===== config.mk =====
export PLATFORM = sky130hd
export DESIGN_NAME = echo_capture_multi
export DESIGN_NICKNAME = d
export VERILOG_FILES = /design/src/rtl/echo_capture_multi.sv
export SDC_FILE = /design/constraint.sdc
export NUM_CORES = 1
export LEC_CHECK = 0
export BUFFER_PORTS_ARGS = -buffer_cell sky130_fd_sc_hd__buf_4
export CAP_MARGIN = 20
export CELL_PAD_IN_SITES_DETAIL_PLACEMENT = 2
export CELL_PAD_IN_SITES_GLOBAL_PLACEMENT = 2
export CORE_MARGIN = 3
export CORE_UTILIZATION = 36
export CTS_BUF_LIST = sky130_fd_sc_hd__clkbuf_8
export DETAILED_ROUTE_END_ITERATION = 8
export HOLD_SLACK_MARGIN = 0.02
export PLACE_DENSITY_LB_ADDON = 0.05
export SLEW_MARGIN = 20
export SYNTH_ARGS = -nofsm -noshare
export SYNTH_HDL_FRONTEND = slang
export SYNTH_SLANG_ARGS = --single-unit
export TNS_END_PERCENT = 20

===== constraint.sdc =====
create_clock -name clk -period 4.2 [get_ports clk]
set_input_delay 0.21 -clock clk [delete_from_list [all_inputs] [get_ports clk]]
set_output_delay 0.21 -clock clk [all_outputs]
set_load 0.05 [all_outputs]

===== src/rtl/echo_capture_multi.sv =====
// Multi-channel echo pulse capture: per-channel start timestamp, pulse width,
// width timeout and a sticky missed-edge flag, all against an external timer.
module echo_capture_multi #(
    parameter int unsigned CHANNELS    = 4,
    parameter int unsigned TIMER_WIDTH = 13,
    parameter int unsigned EDGE_MODE   = 0,
    parameter int unsigned MAX_WIDTH   = 1000
) (
    input  logic                            clk,
    input  logic                            reset,
    input  logic [TIMER_WIDTH-1:0]          timer,
    input  logic [CHANNELS-1:0]             echo,
    input  logic [CHANNELS-1:0]             arm,
    output logic [CHANNELS*TIMER_WIDTH-1:0] echo_time,
    output logic [CHANNELS*TIMER_WIDTH-1:0] echo_width,
    output logic [CHANNELS-1:0]             valid,
    output logic [CHANNELS-1:0]             timeout,
    output logic [CHANNELS-1:0]             missed
);

    localparam int unsigned   TW    = TIMER_WIDTH;
    localparam logic [TW-1:0] MAX_W = TW'(MAX_WIDTH);

    typedef enum logic [1:0] {
        ARMED   = 2'd0,
        MEASURE = 2'd1,
        DONE    = 2'd2
    } state_e;

    for (genvar k = 0; k < CHANNELS; k++) begin : g_ch
        state_e        state_q, state_d;
        logic          echo_q;
        logic [TW-1:0] time_q, time_d;
        logic [TW-1:0] width_q, width_d;
        logic          valid_q, valid_d;
        logic          timeout_q, timeout_d;
        logic          missed_q, missed_d;
        logic [TW-1:0] elapsed_c;
        logic          edge_c, start_c;

        // Channel state register; echo_q tracks the input even while arm is asserted.
        always_ff @(posedge clk) begin
            if (reset) begin
                state_q   <= ARMED;
                echo_q    <= 1'b0;
                time_q    <= '0;
                width_q   <= '0;
                valid_q   <= 1'b0;
                timeout_q <= 1'b0;
                missed_q  <= 1'b0;
            end else begin
                state_q   <= state_d;
                echo_q    <= echo[k];
                time_q    <= time_d;
                width_q   <= width_d;
                valid_q   <= valid_d;
                timeout_q <= timeout_d;
                missed_q  <= missed_d;
            end
        end

        // Next-state logic; arm beats any edge, end edge beats timeout.
        always_comb begin
            state_d   = state_q;
            time_d    = time_q;
            width_d   = width_q;
            valid_d   = valid_q;
            timeout_d = timeout_q;
            missed_d  = missed_q;
            elapsed_c = timer - time_q;
            edge_c    = echo[k] ^ echo_q;
            if (EDGE_MODE == 32'd1) begin
                start_c = echo[k] & ~echo_q;
            end else if (EDGE_MODE == 32'd2) begin
                start_c = ~echo[k] & echo_q;
            end else begin
                start_c = edge_c;
            end

            if (arm[k]) begin
                state_d   = ARMED;
                time_d    = '0;
                width_d   = '0;
                valid_d   = 1'b0;
                timeout_d = 1'b0;
                missed_d  = 1'b0;
            end else begin
                case (state_q)
                    ARMED: begin
                        if (start_c) begin
                            time_d  = timer;
                            state_d = MEASURE;
                        end
                    end
                    MEASURE: begin
                        if (edge_c) begin
                            width_d = elapsed_c;
                            valid_d = 1'b1;
                            state_d = DONE;
                        end else if (elapsed_c >= MAX_W) begin
                            width_d   = MAX_W;
                            timeout_d = 1'b1;
                            valid_d   = 1'b1;
                            state_d   = DONE;
                        end
                    end
                    DONE: begin
                        if (start_c) begin
                            missed_d = 1'b1;
                        end
                    end
                    default: state_d = ARMED;
                endcase
            end
        end

        assign echo_time[k*TW +: TW]  = time_q;
        assign echo_width[k*TW +: TW] = width_q;
        assign valid[k]               = valid_q;
        assign timeout[k]             = timeout_q;
        assign missed[k]              = missed_q;
    end

endmodule


==> flow_summary.toml <==
[clock_tree]
post_cts_buffers = 0
cts_tree = "built"
ctsResizeCount = 0
cts_sinks = 128
clkTransAtPathRegs_ns = 0.08
ctsLongestPathBuffers = 2
clockRootBuffer = "sky130_fd_sc_hd__clkbuf_8"
cts.htree.levels = 4
cts_buffers = 17
worst_skew_pair_latency_ns = 0.47

[critical_path]
worst_setup_path_startpoint = "timer[0]"
capture_point_of_the_worst_path = "g_ch[3].width_q[1]"
worst_setup_path_start_kind = "input pin"
rr_endpoint = "g_ch[3].width_q[1]"
critical_path_class = "in -> reg"
crit_required_ns = 4.52
setup.worst_path.end_class = "flip-flop"
worst-path-max-fanout = 14
cp.arrival_ns = 4.11
setup.reg_to_reg.worst_slack_ns = 0.76
rr_worst_depth = 11
critical_path.reg2reg.startpoint = "g_ch[3].time_q[0]"

[grt]
first_global_vias = 7868
grtUsageMet1 = 0.303
grt_antenna_before_repair = 0
grt_use_met2 = 0.438
global_route.usage.total = 0.243
top_usage_layer = "met2"
grt_overflow_total = 0
grt_start_max_net_pins = 28
use_met3 = 0.0433
wire_length_of_the_first_global_routing_pass_um = 43000

[synth]
synth_nets = 997
synth.ff_latch_count = 128
syn-instance-count = 922
synth-warning-count = 0
netlist_area_um2 = 7440
synth.yosys.seq_area_share = 0.344
yosys.cell_types.count = 69
syn_area_per_cell_um2 = 8.07
synthArstFlopShare = 0
most_used_flip_flop_cell_after_synthesis = "sky130_fd_sc_hd__dfxtp_1"
synth_enable_flop_cells = 0

[run_status]
outcome = "finished, final reports clean"

[route]
detail_route.drc_violations = 0
drt-total-wl_um = 27000
final_antenna_net_count = 0
detail_route.iter0.violations = 266
post_drt_via_cell_ratio = 5.47
detail_route.wl_per_cell_um = 20.4
vias = 7257
detailedRoute.firstPassIterationCount = 4

[sta]
finalHoldViolations = 0
worst_pin_slew_ns = 0.933
fin_tns_setup_ns = 0
maxClockFrequency_ghz = 0.264
fin_skew_ns = 0.0155
holdWs_ns = 0.0422
finalMaxSlewViolations = 0
final_min_period_over_clock_period = 0.904
rsz_0062_raised_after_global_routing = "no"
relSlewSlack = 0.375
final.min_clock_period_ns = 3.80
setup_viol_count_final = 0

[place]
port-buffer-count = 138
placed_cells = 1285
replace_congestion = 0.801
place_area_um2 = 8620
detailed_placement_wirelength_estimate_um = 19300

[die]
std_cell_rows = 51
die_w_um = 150
floorplan.initialDensity = 0.374
die_h_um = 150
placeableCoreArea_um2 = 19900
design.portCount = 139
die-area_um2 = 22400

[finish]
nets = 1123
area_delta_synth_final_pct = 23.1
final_design_area_no_fill_um2 = 9160
layout.cells.most_common = "sky130_fd_sc_hd__nand2_1"
layoutNonFillerInstCount = 1326
post-route-util = 0.460
final_cell_mix = "sky130_fd_sc_hd__nand2_1, sky130_fd_sc_hd__buf_4, sky130_fd_sc_hd__dfxtp_1"
diodes = 0
final_layout_size_suffix_gt1_frac = 0.204

[power]
power.density_nw_per_um2 = 371
power.static_leakage_nw = 3.74
ir_drop_worst_case_vdd_v = 0.000215

[hold_path]
hp-class = "in -> reg"

[flow_run]
drv_cap = 0
-- area by class of cell --
class | count | area (um2)
Clock buffer | 18 | 248
Multi-Input combinational cell | 693 | 4460
Inverter | 59 | 221
Sequential cell | 128 | 2560
Clock inverter | 14 | 189
Timing Repair Buffer | 149 | 1140
Tap cell | 265 | 332
Fill cell | 2288 | 10800
-- synthesized netlist by cell type, types with 14 or more instances --
| cell type | count | area [um2] |
|---|---|---|
| sky130_fd_sc_hd__o21a_1 | 33 | 248 |
| sky130_fd_sc_hd__nor2b_1 | 17 | 106 |
| sky130_fd_sc_hd__nor2_1 | 53 | 199 |
| sky130_fd_sc_hd__dfxtp_1 | 128 | 2560 |
| sky130_fd_sc_hd__a21oi_1 | 126 | 631 |
| sky130_fd_sc_hd__o21ai_0 | 44 | 220 |
| sky130_fd_sc_hd__a21o_1 | 14 | 105 |
| sky130_fd_sc_hd__inv_1 | 59 | 221 |
| sky130_fd_sc_hd__xor2_1 | 25 | 219 |
| sky130_fd_sc_hd__nand2_1 | 147 | 552 |
| sky130_fd_sc_hd__nor3_1 | 20 | 100 |
| sky130_fd_sc_hd__ha_1 | 48 | 601 |
| sky130_fd_sc_hd__xnor2_1 | 20 | 175 |
| sky130_fd_sc_hd__clkbuf_1 | 22 | 82.6 |
-- flip-flops by register name, summed over array words and instances (netlist names) --
signal / cells
g_ch.width_q: 52
g_ch.time_q: 52
g_ch.valid_q: 4
g_ch.timeout_q: 4
g_ch.missed_q: 4
g_ch.state_q: 8
g_ch.echo_q: 4
-- critical path, cell delays in order --
cell and delay (ns):
sky130_fd_sc_hd__dlygate4sd3_1 0.54, sky130_fd_sc_hd__buf_4 0.16, sky130_fd_sc_hd__inv_1 0.25, sky130_fd_sc_hd__ha_1 0.23, sky130_fd_sc_hd__inv_1 0.06, sky130_fd_sc_hd__fa_1 0.41, sky130_fd_sc_hd__a21o_1 0.21, sky130_fd_sc_hd__nand4_1 0.13
sky130_fd_sc_hd__a21oi_1 0.12, sky130_fd_sc_hd__o41ai_2 0.40, sky130_fd_sc_hd__mux2_2 0.41, sky130_fd_sc_hd__and4_1 0.24, sky130_fd_sc_hd__a21oi_2 0.52, sky130_fd_sc_hd__o21ai_0 0.21
-- worst min path at each step --
| stage | slack [ns] | endpoint | cells past startpoint | from |
|---|---|---|---|---|
| final | 0.04 | g_ch[1].echo_q | 2 | reset |
| after global routing | 0.03 | g_ch[1].echo_q | 2 | reset |
| after CTS | 0.03 | g_ch[1].echo_q | 2 | reset |
| after detailed placement | 0.44 | g_ch[0].timeout_q | 2 | g_ch[0].timeout_q |
| after global placement | 0.44 | g_ch[0].timeout_q | 2 | g_ch[0].timeout_q |
| after floorplan | 0.34 | g_ch[0].echo_q | 1 | echo[0] |
-- per-layer routing --
| metal | wire (um) | part of all wire |
|---|---|---|
| met1 | 12000 | 0.45 |
| met5 | 0 | 0 |
| met3 | 894 | 0.033 |
| met4 | 334 | 0.012 |
| met2 | 13700 | 0.51 |
-- per-stage QoR --
step                power (mW)  worst slack, ns
floorplan                 1.91            0.971
global placement          2.15            0.699
finish                    3.40            0.405
detailed placement        2.17            0.571
global route              3.56            0.193
CTS                       3.42            0.433
-- power breakdown --
part           internal [mW]  leakage, nW  switching [mW]
sequential              1.25         1.04          0.0328
clock                  0.662        0.221           0.564
combinational          0.292         2.48           0.598
total                   2.21         3.74            1.19
-- kinds of logic after synthesis --
logic type | Yosys count | synth area share
buffers and inverters | 101 | 0.0578
multiplexers | 3 | 0.00420
XOR/XNOR | 45 | 0.0530
AND/OR/NAND/NOR | 297 | 0.182
AO/OA/AOI/OAI | 296 | 0.268
adder cells (fa/ha/maj) | 52 | 0.0915
flip-flops | 128 | 0.344
-- what timing repair did --
item	in CTS	in global routing
setup endpoints to repair	0	0
hold buffers	8	0
endpoints found under the hold margin	5	0
Power figures use the tool's default switching activity.
